### config.mk
export PLATFORM = sky130hd
export DESIGN_NAME = tmp_decim_flat
export DESIGN_NICKNAME = d
export VERILOG_FILES = /design/src/rtl/tmp_decim_pkg.sv /design/src/rtl/tmp_decim_if.sv /design/src/rtl/tmp_decim_edge.sv /design/src/rtl/tmp_decim.sv /design/src/flat_wrapper.sv
export SDC_FILE = /design/constraint.sdc
export NUM_CORES = 1
export LEC_CHECK = 0
export BUFFER_PORTS_ARGS = -buffer_cell sky130_fd_sc_hd__clkbuf_2
export CORE_MARGIN = 1
export CORE_UTILIZATION = 60
export DETAILED_ROUTE_END_ITERATION = 10
export PLACE_DENSITY = 0.82
export SYNTH_ARGS = -nofsm -noshare
export SYNTH_HDL_FRONTEND = slang
export SYNTH_HIERARCHICAL = 1
export SYNTH_SLANG_ARGS = --single-unit
### constraint.sdc
create_clock -name clk -period 4.59 [get_ports clk]
set_clock_uncertainty 0.05 [all_clocks]
set_input_delay 0.459 -clock clk [delete_from_list [all_inputs] [get_ports clk]]
set_output_delay 0.459 -clock clk [all_outputs]
set_load 0.005 [all_outputs]
### src/rtl/tmp_decim_pkg.sv
// tmp_decim_pkg: shared state encoding and code-width derivation for the bitstream decimator.
package tmp_decim_pkg;

    typedef enum logic [1:0] {IDLE, SETTLE, ACQ} state_e;

    function automatic int code_w(input int log2_win);
        return log2_win + 1;
    endfunction

endpackage

### src/rtl/tmp_decim_if.sv
// tmp_decim_if: valid/ready result channel carrying the temperature code.
interface tmp_decim_if #(parameter int CODE_W = tmp_decim_pkg::code_w(8));

    logic [CODE_W-1:0] code;
    logic              code_valid;
    logic              code_ready;

    modport master (output code, code_valid, input code_ready);
    modport slave (input code, code_valid, output code_ready);

endinterface

### src/rtl/tmp_decim_edge.sv
// tmp_decim_edge: turns src_n/snk toggles into a sample strobe and value, flagging simultaneous toggles.
module tmp_decim_edge (
    input  logic clk,
    input  logic src_n,
    input  logic snk,
    output logic strobe,
    output logic value,
    output logic seq_err_pulse
);

    logic src_q, snk_q, s_snk;

    // History simply follows the lines, so reset needs no special load value.
    always_ff @(posedge clk) begin
        src_q <= src_n;
        snk_q <= snk;
    end

    always_comb begin
        value         = src_n ^ src_q;
        s_snk         = snk ^ snk_q;
        strobe        = value ^ s_snk;
        seq_err_pulse = value & s_snk;
    end

endmodule

### src/rtl/tmp_decim.sv
// tmp_decim: counts ones over 2^LOG2_WIN bitstream samples and hands the count out via valid/ready.
// Define TMP_DECIM_RUNAVG_EN to push the rounded mean of the current and previous window instead.
module tmp_decim
    import tmp_decim_pkg::*;
#(
    parameter int LOG2_WIN = 8,
    parameter int SETTLE   = 4,
    parameter int CODE_W   = code_w(LOG2_WIN)
) (
    input  logic clk,
    input  logic reset,
    input  logic en,
    input  logic src_n,
    input  logic snk,
    tmp_decim_if.master res,
    output logic overrun,
    output logic seq_err,
    output logic busy
);

    localparam int SW = SETTLE > 0 ? $clog2(SETTLE + 1) : 1;
    localparam logic [SW-1:0] SETTLE_LAST = SW'(SETTLE > 0 ? SETTLE - 1 : 0);

    state_e              state_q, state_d;
    logic                strobe, value, seq_err_pulse, push;
    logic [SW-1:0]       settle_cnt_q, settle_cnt_d;
    logic [LOG2_WIN-1:0] samp_q, samp_d;
    logic [CODE_W-1:0]   ones_q, ones_d, result, pushed, code_q;
    logic                code_valid_q, overrun_q, seq_err_q;

    tmp_decim_edge u_edge (
        .clk(clk),
        .src_n(src_n),
        .snk(snk),
        .strobe(strobe),
        .value(value),
        .seq_err_pulse(seq_err_pulse)
    );

    always_ff @(posedge clk) begin
        if (reset) state_q <= IDLE;
        else state_q <= state_d;
    end

    always_comb begin
        state_d = !en ? IDLE
                : state_q == IDLE ? (SETTLE > 0 ? tmp_decim_pkg::SETTLE : ACQ)
                : (state_q == tmp_decim_pkg::SETTLE && strobe && settle_cnt_q == SETTLE_LAST) ? ACQ
                : state_q;
    end

    always_comb begin
        busy = state_q != IDLE;
    end

    // samp wraps to zero on the completing strobe, so the next window starts at once.
    always_comb begin
        push         = state_q == ACQ && en && strobe && &samp_q;
        result       = ones_q + CODE_W'(value);
        settle_cnt_d = state_q == tmp_decim_pkg::SETTLE ? settle_cnt_q + SW'(strobe) : '0;
        samp_d       = state_q == ACQ && en ? samp_q + LOG2_WIN'(strobe) : '0;
        ones_d       = state_q == ACQ && en && !push ? ones_q + CODE_W'(strobe & value) : '0;
    end

    always_ff @(posedge clk) begin
        if (reset) begin
            settle_cnt_q <= '0;
            samp_q       <= '0;
            ones_q       <= '0;
        end else begin
            settle_cnt_q <= settle_cnt_d;
            samp_q       <= samp_d;
            ones_q       <= ones_d;
        end
    end

`ifdef TMP_DECIM_RUNAVG_EN
    logic [CODE_W-1:0] prev_q;
    logic              have_prev_q;
    logic [CODE_W:0]   avg;

    assign avg    = ({1'b0, result} + {1'b0, prev_q} + (CODE_W + 1)'(1)) >> 1;
    assign pushed = have_prev_q ? avg[CODE_W-1:0] : result;

    always_ff @(posedge clk) begin
        if (reset) begin
            prev_q      <= '0;
            have_prev_q <= 1'b0;
        end else if (push) begin
            prev_q      <= result;
            have_prev_q <= 1'b1;
        end
    end
`else
    assign pushed = result;
`endif

    // A push always wins over an accept; an unaccepted result is overwritten and flagged.
    always_ff @(posedge clk) begin
        if (reset) begin
            code_q       <= '0;
            code_valid_q <= 1'b0;
            overrun_q    <= 1'b0;
            seq_err_q    <= 1'b0;
        end else begin
            seq_err_q <= seq_err_q | seq_err_pulse;
            if (push) begin
                code_q       <= pushed;
                code_valid_q <= 1'b1;
                overrun_q    <= overrun_q | (code_valid_q & ~res.code_ready);
            end else if (code_valid_q && res.code_ready) begin
                code_valid_q <= 1'b0;
            end
        end
    end

    assign res.code       = code_q;
    assign res.code_valid = code_valid_q;
    assign overrun        = overrun_q;
    assign seq_err        = seq_err_q;

endmodule

### src/flat_wrapper.sv
// flat-port wrapper written by rule: the top's interface ports become plain ports
module tmp_decim_flat import tmp_decim_pkg::*;
#(
    parameter int LOG2_WIN = 8,
    parameter int SETTLE   = 4,
    parameter int CODE_W   = code_w(LOG2_WIN)
)
  (clk, reset, en, src_n, snk, overrun, seq_err, busy, res_code, res_code_valid, res_code_ready);
  tmp_decim_if #(.CODE_W(CODE_W)) res_i ();
  input  logic clk;
  input  logic reset;
  input  logic en;
  input  logic src_n;
  input  logic snk;
  output logic overrun;
  output logic seq_err;
  output logic busy;
  output wire logic [$bits(res_i.code)-1:0] res_code;
  output wire logic [$bits(res_i.code_valid)-1:0] res_code_valid;
  input wire logic [$bits(res_i.code_ready)-1:0] res_code_ready;
  assign res_code = res_i.code;
  assign res_code_valid = res_i.code_valid;
  assign res_i.code_ready = res_code_ready;
  tmp_decim #(.LOG2_WIN(LOG2_WIN), .SETTLE(SETTLE), .CODE_W(CODE_W)) u_core (.clk(clk), .reset(reset), .en(en), .src_n(src_n), .snk(snk), .res(res_i), .overrun(overrun), .seq_err(seq_err), .busy(busy));
endmodule
* Yosys cells after proc, flatten, opt, wreduce, memory -nomap -nowiden *
Index checks and enable logic that the tools add are counted.

storage, ports and cells
  bits in registers = 36
  bits in latches = 0
  bits in writable memories = 0
  ROM bits = 0
  output and inout bits = 13
  logic and storage cells = 53
  memories kept = 0

operators by class
  add/subtract/negate cells = 4
  multipliers = 0
  divide/modulo/power cells = 0
  $lt $le $gt $ge = 0
  equal/unequal tests = 3
  shift-type cells = 0
  mux-type cells = 4
  bitwise logic cells = 13
  reduce and logical (&&, ||, !) cells = 18

operators with widths
  cell                                                                    number
  9-bit by 1-bit adder with 9-bit output                                  1
  9-bit adder                                                             1
  8-bit by 1-bit adder with 8-bit output                                  1
  8-bit AND reduction                                                     1
  2-bit OR reduction                                                      4
  1-bit logical AND                                                       7
  2-bit nonzero test                                                      3
  1-bit NOT                                                               5
  1-bit 2-to-1 mux                                                        4
  3-bit by 1-bit adder with 3-bit output                                  1
  1-bit AND                                                               3
  3-bit by 2-bit equality test with 1-bit output (second input constant)  1
  3-bit OR reduction                                                      1
  1-bit bitwise XOR                                                       3
  2-bit by 1-bit equality test with 1-bit output (second input constant)  1
  2-bit equality test (second input constant)                             1
  2-bit zero test                                                         1
  1-bit OR                                                                2
  1-bit zero test                                                         1

* Longest topological paths before layout *
Gate-level depths: netlist of the first run.

  depth after elaboration = 8
  gate-level depth with buffers = 8
  depth with buffers taken out = 8

* Hierarchy *
The synthesis of the first run kept the hierarchy.

modules (own cells, without submodules)
  module          instances  cells an instance  area an instance (µm²)
  tmp_decim       1          162                1534.0
  tmp_decim_edge  1          5                  70.1

* Worst setup path before layout of the first run *
Ideal clock, no wire load.

  kind = input to register
  start = input src_n
  end = register u_core.ones_q[7]
  setup time = 0.070 ns
  arrival = 2.081 ns
  setup slack = 2.389 ns
  cell stages on the path = 7
  buffers on the path = 0
  cells stage by stage = xor2_1 ha_1 and2_1 ha_1 nand2_1 or4_2 a21oi_1

between the ends
  word-level cells in the longest chain between the ends = 8
  elaborated cells on any way between the ends = 10
  those cells by class = add/sub: 1; bitwise: 4; reduce/logical: 5

ends and longest elaborated chain
  what                                                 line                  source
  start: declaration                                   flat_wrapper.sv:13    input logic src_n;
  1-bit bitwise XOR (*)                                tmp_decim_edge.sv:20  value = src_n ^ src_q;
  1-bit bitwise XOR (*)                                tmp_decim_edge.sv:22  strobe = value ^ s_snk;
  named net u_core.strobe                              tmp_decim.sv:25       logic strobe, value, seq_err_pulse, push;
  branches (longest 6 deep; another with 9-bit adder)  n/a
  end signal: assignment                               tmp_decim.sv:73       ones_q <= ones_d;
  end: declaration                                     tmp_decim.sv:28       logic [CODE_W-1:0] ones_q, ones_d, result, pushed, code_q;

Mark *: on every way through the listed nets, which the timed path passes.
A chain may end at the register's enable or synchronous reset.

* Final worst setup path of the first run *
  start = register u_core.u_edge.src_q
  end = register u_core.ones_q[8]

between the ends
  word-level cells in the longest chain between the ends = 8
  elaborated cells on any way between the ends = 10
  those cells by class = add/sub: 1; bitwise: 4; reduce/logical: 5

ends and longest elaborated chain
  what                                                 line                  source
  start: declaration                                   tmp_decim_edge.sv:11  logic src_q, snk_q, s_snk;
  start signal: assignment                             tmp_decim_edge.sv:15  src_q <= src_n;
  1-bit bitwise XOR (*)                                tmp_decim_edge.sv:20
  named net u_core.value                               tmp_decim.sv:25
  1-bit bitwise XOR (*)                                tmp_decim_edge.sv:22
  named net u_core.strobe                              tmp_decim.sv:25
  branches (longest 6 deep; another with 9-bit adder)  n/a

Marks and branches as above.

==> flow_metrics.env, run 1 <==
export IMPL_finalSetupViolCount=0
export IMPL_synth_flop_cell="dfxtp_1"
export IMPL_yosys_area_top_type="dfxtp_1"
export IMPL_min_to="u_core/u_edge/snk_q"
export IMPL_cp_end_kind="flip-flop"
export IMPL_cts_tree="built"
export IMPL_synth_fp_nets=182
export IMPL_crit_type="flip-flop to flip-flop"
export IMPL_cp_required_ns=4.81
export IMPL_pwr_share_comb=0.039
export IMPL_power_total_mw=0.524
export IMPL_antenna_found_initial=0
export IMPL_pwr_share_clk=0.357
export IMPL_final_hold_violation_count=0
export IMPL_diodes=0
export IMPL_ios=19
export IMPL_first_global_vias=1243
export IMPL_ys_top_cells_by_count="36 x dfxtp_1, 10 x a21oi_1, 10 x nor2_1, 9 x ha_1"
export IMPL_syn_mean_instance_area_um2=9.61
export IMPL_postSynthCellCount=167
export IMPL_avgViaCountPerCell=6.26
export IMPL_hpwl_mm=2.29
export IMPL_worst_pin_slew_ns=0.514
export IMPL_yosysUniqueCellTypes=38
export IMPL_intPower_mw=0.411
export IMPL_place_gp_congestion=0.757
export IMPL_start_util=0.642
export IMPL_p_sw_mw=0.113
export IMPL_num_rows=18
export IMPL_hold_path_class="input pin to flip-flop"
export IMPL_timing_hold_ws_ns=0.195
export IMPL_synth_most_common_cell="dfxtp_1"
export IMPL_cts_resized=0
export IMPL_dp_cells=210
export IMPL_worst_slack_ns=2.33
export IMPL_ant_nets=0
export IMPL_drtPass1Iterations=4
export IMPL_ctsRootBufferMaster="clkbuf_4"
export IMPL_synth_warnings=6
export IMPL_crit_top_cell="ha_1"
export IMPL_drv_slew=0
export IMPL_cts_made_buffers=5
export IMPL_die_h_um=53.7
export IMPL_rr_startpoint="u_core/u_edge/src_q"
export IMPL_rsz0062_at_grt="no"
export IMPL_syn_area_mm2=0.00160
export IMPL_final_area_mm2=0.00178
export IMPL_clk_pin_slew_ns=0.10
export IMPL_worstPathCellList="xor2_1 -> ha_1 -> and2_1 -> ha_1 -> ha_1 -> nand3_1 -> or3_1 -> a21oi_1"
export IMPL_fin_util=0.711
export IMPL_dp_slack_ns=2.11
export IMPL_synth_area_leaders="dfxtp_1 45%, ha_1 7.0%, xor2_1 4.4%"
export IMPL_hold_depth=1
export IMPL_nets=202
export IMPL_nFillCells=192
export IMPL_clock_path_buffers=2
export IMPL_drc=0
export IMPL_busiest_layer="met2"
export IMPL_status="finished clean"
export IMPL_fp_dieW_um=53.7
export IMPL_placed_area_mm2=0.00171
export IMPL_drive_gt1_frac=0.182
export IMPL_critPathArrivalTime_ns=2.48
export IMPL_synth_edf_count=0
export IMPL_setup_tns_ns=0
export IMPL_grtUsageMet2=0.438
export IMPL_finalWirelength_mm=3.16
export IMPL_track_usage=0.254
export IMPL_min_period_over_period=0.492
export IMPL_swShare=0.216
export IMPL_ir_drop_uv=218
export IMPL_critPathSlowestCell="ha_1"
export IMPL_cts_setup_buffers=0
export IMPL_start_kind="flip-flop"
export IMPL_async_flop_share=0
export IMPL_worstReg2RegEnd="u_core/ones_q[8]"
export IMPL_coreArea_mm2=0.00250
export IMPL_dr_first_iter_drc_count=43
export IMPL_grt_max_degree=17
export IMPL_dieArea_mm2=0.00288
export IMPL_grt_ovfl_total=0
export IMPL_synth_top_area_share=0.449
export IMPL_hold_start="snk"
export IMPL_io_buffers=18
export IMPL_slew_headroom=0.655
export IMPL_num_vias=1359
export IMPL_final_cells=217
export IMPL_grt_pass1_wl_mm=5.22
export IMPL_grt_util_met3=0.0621
export IMPL_p_leak_nw=0.629
export IMPL_regToRegSetupSlack_ns=2.33
export IMPL_wl_per_cell_um=14.6
export IMPL_cp_max_fo=6
export IMPL_syn_to_final_growth_pct=10.8
export IMPL_r2r_cells=8
export IMPL_p_per_area_mw_per_mm2=295
export IMPL_clkSinkCount=36
export IMPL_clk_insertion_delay_late_ns=0.33
export IMPL_cpPeakStageDelay_ns=0.40
export IMPL_cts_max_level=2
export IMPL_fin_crit_ns=2.26
export IMPL_drv_cap=0
export IMPL_max_freq_ghz=0.443
export IMPL_cts_hold_buf=0
export IMPL_pwr_share_seq=0.604
export IMPL_seq_area_frac_synth=0.449
export IMPL_synth_seq_cells=36
export IMPL_met1_usage=0.289
## layer usage
layer	routed length [µm]	part of all wire
met1	1450	0.46
met2	1530	0.48
met3	131	0.041
met4	54	0.017
met5	0	0
## how the worst max path moves through the flow
stage,from,end,slack [ns]
floorplan,src_n,u_core/ones_q[7],2.39
global placement,src_n,u_core/ones_q[7],2.21
detailed placement,src_n,u_core/ones_q[8],2.11
CTS,u_core/u_edge/src_q,u_core/ones_q[8],2.31
global route,u_core/u_edge/src_q,u_core/ones_q[6],2.16
finish,u_core/u_edge/src_q,u_core/ones_q[8],2.33
## power by group through the flow
stage	combinational [mW]	clock, mW	sequential, mW
2_1_floorplan	0.0127	0	0.324
3_3_place_gp	0.0197	0	0.324
3_5_place_dp	0.0203	0	0.324
4_1_cts	0.0207	0.188	0.317
5_1_grt	0.0237	0.200	0.317
6_report	0.0206	0.187	0.317
## cells in the final DEF (no fill, tap or decap), types with 2 or more instances in the layout
| master | Yosys | routed |
|---|---|---|
| dfxtp_1 | 36 | 36 |
| clkbuf_2 | 0 | 18 |
| a21oi_1 | 10 | 10 |
| nor2_1 | 10 | 10 |
| ha_1 | 9 | 9 |
| nand3_1 | 8 | 8 |
| o21ai_0 | 8 | 8 |
| xor2_1 | 8 | 8 |
| nand2_1 | 7 | 7 |
| a31oi_1 | 7 | 7 |
| or3_1 | 6 | 6 |
| clkbuf_4 | 0 | 5 |
| and2_1 | 5 | 5 |
| o31ai_1 | 5 | 5 |
| nand4_1 | 5 | 5 |
| xnor2_1 | 4 | 4 |
| a311oi_1 | 4 | 4 |
| a211oi_1 | 3 | 3 |
| clkbuf_8 | 0 | 2 |
| nand4b_1 | 2 | 2 |
| or3_2 | 2 | 2 |
| and4_1 | 2 | 2 |
| and3_1 | 2 | 2 |
| or4_1 | 2 | 2 |
| nand2b_1 | 2 | 2 |
| nor2b_1 | 2 | 2 |
## worst max-delay path, delay by kind of cell, from the launching register on
kind            cells  cell delay [ns]
compound gates      1             0.16
xor+xnor            1             0.18
fa+ha+maj           3             0.78
flops               1             0.32
simple gates        3             0.71
## registers in the layout, summed over array words and instances (netlist names)
signal                 flops
u_core/ones_q              9
u_core/overrun             1
u_core/res.code            9
u_core/res.code_valid      1
u_core/samp_q              8
u_core/seq_err             1
u_core/settle_cnt_q        3
u_core/state_q             2
u_core/u_edge/snk_q        1
u_core/u_edge/src_q        1
## layout make-up
class                      count  area [µm²]  share of cell area
sequential                    36         721               0.406
timing repair buffer          18        90.1              0.0507
multi-input combinational    125         860               0.484
clock buffer                   7        65.1              0.0366
inverter                       1        3.75             0.00211
tap                           30        37.5              0.0211
## kinds of logic after synthesis
| group | share of synthesized area |
|---|---|
| buffers and inverters | 0.0148 |
| adders and majority gates | 0.0702 |
| AOI/OAI and AO/OA | 0.161 |
| xor gates and xnor gates | 0.0655 |
| DFF | 0.449 |
| and+or+nand+nor | 0.239 |
No activity file was read; power rests on OpenSTA's default activity.
==> run 2, diff against run 1 <==
Settings changed: ABC_AREA set to 1, CORE_UTILIZATION 60 to 51, PLACE_DENSITY 0.82 to 0.74.
Clock period 4.59 ns to 2.03 ns, I/O delays scaled along.
==> run 2 against run 1 <==
Cell count up 48%. Area after synthesis up 7.5%. Critical endpoint is now u_core/ones_q[6]. Highest routed layer unchanged. Die area up 25%. Register-to-register slack worse by 2.2 ns. Setup slack worse by 2.2 ns. Largest power group unchanged.
==> flow_metrics.env, run 2 <==
export IMPL_status="finished clean"
export IMPL_wl_per_cell_um=10.0
export IMPL_synth_top_area_share=0.418
export IMPL_cts_max_level=2
export IMPL_synth_simple_area_share=0.336
export IMPL_ys_top_cells_by_count="66 x nand2_1, 47 x nor2_1, 40 x inv_1, 36 x dfxtp_1, 13 x a21oi_1"
export IMPL_final_hold_violation_count=0
export IMPL_first_global_vias=1311
export IMPL_grt_ovfl_total=0
export IMPL_drt_met1_wl_mm=1.59
export IMPL_yosysUniqueCellTypes=19
export IMPL_fin_crit_ns=1.87
export IMPL_ios=19
export IMPL_synth_edf_count=0
export IMPL_postSynthCellCount=249
export IMPL_synth_most_common_cell="nand2_1"
export IMPL_final_cells=321
export IMPL_hold_path_class="input pin to flip-flop"
export IMPL_fin_util=0.633
export IMPL_min_period_over_period=0.920
export IMPL_clk_insertion_delay_late_ns=0.33
export IMPL_yosys_area_top_type="dfxtp_1"
export IMPL_worst_pin_slew_ns=0.271
export IMPL_setup_tns_ns=0
export IMPL_start_kind="flip-flop"
export IMPL_num_vias=1504
export IMPL_drtPass1Iterations=4
export IMPL_cts_setup_buffers=0
export IMPL_crit_type="flip-flop to flip-flop"
export IMPL_cp_required_ns=2.22
export IMPL_synth_adder_area_share=0.0653
export IMPL_p_leak_nw=0.883
export IMPL_coreArea_mm2=0.00313
export IMPL_hpwl_mm=2.31
export IMPL_drv_slew=0
export IMPL_cts_made_buffers=5
export IMPL_syn_to_final_growth_pct=14.9
export IMPL_cpPeakStageDelay_ns=0.34
export IMPL_wl_met3_um=103
export IMPL_dr_first_iter_drc_count=41
export IMPL_dp_cells=311
export IMPL_worst_slack_ns=0.163
export IMPL_finalSetupViolCount=0
export IMPL_synth_mux_area_frac=0
export IMPL_critPathSlowestCell="dfxtp_1"
export IMPL_drive_gt1_frac=0.162
export IMPL_synthXorXnorAreaFrac=0.0305
export IMPL_track_usage=0.211
export IMPL_synth_compound_area_frac=0.0522
export IMPL_clkSinkCount=36
export IMPL_power_total_mw=1.18
export IMPL_synth_fp_nets=264
export IMPL_seq_area_frac_synth=0.418
export IMPL_syn_area_mm2=0.00172
export IMPL_synth_flop_cell="dfxtp_1"
export IMPL_die_h_um=60.1
export IMPL_finalWirelength_mm=3.21
export IMPL_num_rows=20
export IMPL_io_buffers=18
export IMPL_avgViaCountPerCell=4.69
export IMPL_grt_pass1_wl_mm=5.60
export IMPL_fp_dieW_um=60.1
export IMPL_ant_nets=0
export IMPL_dr_wl_met2_mm=1.47
export IMPL_dp_slack_ns=0.102
export IMPL_cp_end_kind="flip-flop"
export IMPL_synth_top_family_by_area="simple AND/OR/NAND/NOR gates"
export IMPL_clk_pin_slew_ns=0.10
export IMPL_nets=291
export IMPL_dieArea_mm2=0.00362
export IMPL_path_buf_inv=2
export IMPL_dr_max_layer_used="met4"
export IMPL_p_per_area_mw_per_mm2=594
export IMPL_place_gp_congestion=0.774
export IMPL_cp_max_fo=16
export IMPL_drv_cap=0
export IMPL_cts_tree="built"
export IMPL_grt_max_degree=17
export IMPL_seq_area_um2=722
export IMPL_synth_warnings=6
export IMPL_critPathArrivalTime_ns=2.05
export IMPL_slew_headroom=0.819
export IMPL_syn_mean_instance_area_um2=6.92
export IMPL_ir_drop_uv=319
export IMPL_worstPathCellList="inv_1 -> nand2_1 -> nand2_2 -> ha_4 -> buf_4 -> nand2_1 -> nor2_2 -> nand3_4 -> nand2_2 -> nor2_1"
export IMPL_async_flop_share=0
export IMPL_drc=0
export IMPL_synth_area_leaders="dfxtp_1 42%, nand2_1 14%, nor2_1 10%"
export IMPL_multi_input_area_um2=870
export IMPL_final_common_cell="nand2_1"
export IMPL_ctsRootBufferMaster="clkbuf_4"
export IMPL_max_freq_ghz=0.536
export IMPL_start_util=0.551
export IMPL_crit_family="simple AND/OR/NAND/NOR gates"
export IMPL_final_cell_mix="63 x nand2_1, 45 x nor2_1, 40 x inv_1"
export IMPL_antenna_found_initial=0
export IMPL_diodes=0
export IMPL_clock_path_buffers=2
export IMPL_nFillCells=303
export IMPL_synth_seq_cells=36
## run 2: timing repair
item,in CTS,in global routing
setup endpoints to repair,0,13
gates resized for setup,0,10
hold buffers,2,0
hold endpoints to repair,2,0
## run 2: per-stage QoR
step	hold slack, ns	instance area [µm²]
2_1_floorplan	0.181	1720
3_3_place_gp	0.287	1870
3_5_place_dp	0.293	1870
4_1_cts	0.0222	1940
5_1_grt	0.00938	1980
6_report	0.0414	1980
## run 2: kinds of logic (layout without fill, tap and decap cells)
| group | after synthesis | in the layout |
|---|---|---|
| fa+ha+maj | 9 | 9 |
| xor+xnor | 6 | 6 |
| buf+inv | 42 | 70 |
| simple gates | 138 | 138 |
| compound gates | 18 | 18 |
| flops | 36 | 36 |
## run 2: layer usage
| metal | vias up | track usage |
|---|---|---|
| met5 | - | 0 |
| met4 | 0 | 0.0797 |
| met2 | 21 | 0.336 |
| met1 | 668 | 0.266 |
| li1 | 809 | - |
| met3 | 6 | 0.0649 |
## run 2: worst paths after layout
path / to / slack [ns] / from / cells after the start
max: u_core/ones_q[6] / 0.16 / u_core/u_edge/src_q / 10
min: u_core/overrun / 0.04 / reset / 2
max reg2reg: u_core/ones_q[6] / 0.16 / u_core/u_edge/src_q / 10
min reg2reg: u_core/overrun / 0.41 / u_core/overrun / 2
## run 2: worst register-to-register path, cell delays in order (launching register included)
cell	delay, ns
dfxtp_1	0.34
inv_1	0.04
nand2_1	0.06
nand2_2	0.08
ha_4	0.28
buf_4	0.14
nand2_1	0.07
nor2_2	0.17
nand3_4	0.22
nand2_2	0.24
nor2_1	0.07
## run 2: cell type report
| type | count | share of cell area |
|---|---|---|
| Timing Repair Buffer | 22 | 0.0632 |
| Tap cell | 44 | 0.0278 |
| Sequential cell | 36 | 0.364 |
| Clock buffer | 8 | 0.0297 |
| Inverter | 40 | 0.0758 |
| Multi-Input combinational cell | 171 | 0.439 |
## run 2: report_power, final
| part | internal [mW] | total [mW] | switching, mW |
|---|---|---|---|
| logic | 0.0275 | 0.0642 | 0.0367 |
| registers | 0.712 | 0.715 | 0.00275 |
| clock network | 0.171 | 0.398 | 0.227 |
| total | 0.910 | 1.18 | 0.267 |
==> run 3, diff against run 2 <==
Settings changed: SETUP_SLACK_MARGIN set to 0.5.
==> run 3 against run 2 <==
Cell count grew 5.6%. Sequential share of layout area shrank 6.7 points. Clock power rose by 2%. Critical endpoint unchanged. Sequential power about the same. Highest routed layer unchanged.
==> flow_metrics.env, run 3 (same netlist as run 2, synthesis figures left out) <==
export IMPL_status="finished clean"
export IMPL_die_h_um=60.1
export IMPL_pwr_share_seq=0.583
export IMPL_p_sw_mw=0.299
export IMPL_io_buffers=18
export IMPL_cts_made_buffers=5
export IMPL_critPathSlowestCell="dfxtp_2"
export IMPL_max_freq_ghz=0.546
export IMPL_dr_first_iter_drc_count=66
export IMPL_slew_headroom=0.745
export IMPL_clkSinkCount=36
export IMPL_coreArea_mm2=0.00313
export IMPL_cts_max_level=2
export IMPL_ant_nets=0
export IMPL_first_global_vias=1424
export IMPL_wl_per_cell_um=13.2
export IMPL_drive_gt1_frac=0.380
export IMPL_syn_to_final_growth_pct=41.0
export IMPL_crit_type="flip-flop to flip-flop"
export IMPL_cp_end_kind="flip-flop"
export IMPL_cp_max_fo=3
export IMPL_start_kind="flip-flop"
export IMPL_nets=309
export IMPL_worst_slack_ns=0.197
export IMPL_critPathArrivalTime_ns=2.02
export IMPL_place_gp_congestion=0.816
export IMPL_antenna_found_initial=0
export IMPL_num_vias=1683
export IMPL_dp_slack_ns=0.229
export IMPL_worst_pin_slew_ns=0.383
export IMPL_final_hold_violation_count=0
export IMPL_fin_crit_ns=1.83
export IMPL_hold_path_class="input pin to flip-flop"
export IMPL_dieArea_mm2=0.00362
export IMPL_grt_ovfl_total=0
export IMPL_finalSetupViolCount=0
export IMPL_track_usage=0.241
export IMPL_cts_tree="built"
export IMPL_clk_pin_slew_ns=0.12
export IMPL_crit_top_cell="ha_4"
export IMPL_intPower_mw=0.930
export IMPL_p_per_area_mw_per_mm2=506
export IMPL_p_leak_nw=1.00
export IMPL_ctsRootBufferMaster="clkbuf_4"
export IMPL_start_util=0.551
export IMPL_drv_cap=0
export IMPL_clk_insertion_delay_late_ns=0.35
export IMPL_rsz0062_at_grt="yes"
export IMPL_fp_dieW_um=60.1
export IMPL_drv_slew=0
export IMPL_ios=19
export IMPL_setup_tns_ns=0
export IMPL_avgViaCountPerCell=4.96
export IMPL_final_cells=339
export IMPL_cp_required_ns=2.21
export IMPL_drtPass1Iterations=4
export IMPL_hpwl_mm=2.28
export IMPL_worstPathCellList="inv_2 -> nand2_2 -> nand2_4 -> ha_4 -> nand2_2 -> inv_2 -> ha_4 -> ha_4 -> nand2_4 -> nor2_2 -> nand2_1 -> xor2_1 -> nor2_1"
export IMPL_final_common_cell="nand2_1"
export IMPL_pwr_share_clk=0.330
export IMPL_diodes=0
export IMPL_grt_max_degree=12
export IMPL_cpPeakStageDelay_ns=0.36
export IMPL_swShare=0.244
export IMPL_grt_pass1_wl_mm=6.22
export IMPL_num_rows=20
export IMPL_final_cell_mix="50 x nand2_1, 38 x nor2_1, 34 x inv_1, 34 x dfxtp_1, 18 x clkbuf_2"
export IMPL_ir_drop_uv=444
export IMPL_drc=0
export IMPL_min_period_over_period=0.903
export IMPL_nFillCells=214
export IMPL_finalWirelength_mm=4.48
export IMPL_pwr_share_comb=0.087
export IMPL_dp_cells=310
export IMPL_clock_path_buffers=2
-- run 3: final timing paths --
kind,startpoint,endpoint,slack [ns],depth (start not counted)
setup / recovery,u_core/u_edge/src_q,u_core/ones_q[6],0.20,13
hold reg to reg,u_core/overrun,u_core/overrun,0.41,2
setup reg to reg,u_core/u_edge/src_q,u_core/ones_q[6],0.20,13
hold / removal,res_code_ready,u_core/res.code_valid,0.07,4
-- run 3: worst max-delay path, delay by kind of cell (launching register included) --
family	cells	cell delay (ns)
xor+xnor	1	0.18
fa+ha+maj	3	0.56
buf+inv	2	0.10
flops	1	0.36
simple gates	7	0.47
-- run 3: metal layers --
| layer | global-route usage | up-vias | part of all wire |
|---|---|---|---|
| met3 | 0.0606 | 13 | 0.033 |
| met4 | 0.126 | 0 | 0.037 |
| met5 | 0 | - | 0 |
| met1 | 0.300 | 775 | 0.45 |
| met2 | 0.380 | 39 | 0.48 |
| li1 | - | 856 | - |
-- run 3: power by group through the flow --
stage | Clock (mW) | Sequential, mW | Combinational [mW]
final | 0.406 | 0.716 | 0.107
after global routing | 0.450 | 0.717 | 0.118
after CTS | 0.419 | 0.715 | 0.0812
after detailed placement | 0 | 0.731 | 0.0569
after global placement | 0 | 0.730 | 0.0565
after floorplan | 0 | 0.730 | 0.0401
-- run 3: through the flow --
stage | utilization | area, µm² | hold slack (ns) | power [mW]
6_report | 0.777 | 2430 | 0.0668 | 1.23
5_1_grt | 0.777 | 2430 | 0.0695 | 1.28
4_1_cts | 0.727 | 2270 | 0.0595 | 1.22
3_5_place_dp | 0.617 | 1930 | 0.292 | 0.788
3_3_place_gp | 0.617 | 1930 | 0.289 | 0.787
2_1_floorplan | - | 1800 | 0.181 | 0.770
-- run 3: what timing repair did --
action | in CTS | in global routing
pin swaps | 19 | 20
resized for setup | 35 | 36
hold buffers | 3 | 0
setup endpoints to repair | 26 | 30
setup buffers | 11 | 4
hold endpoints to repair | 5 | 0
cloned | 3 | 0
-- run 3: layout make-up --
class                      instances  area, µm²  share of cell area
clock buffer                       6       51.3              0.0211
clock inverter                     2       10.0             0.00412
inverter                          40        155              0.0638
multi-input combinational        174       1180               0.486
sequential                        36        723               0.297
tap                               44       55.1              0.0226
timing repair buffer              37        255               0.105
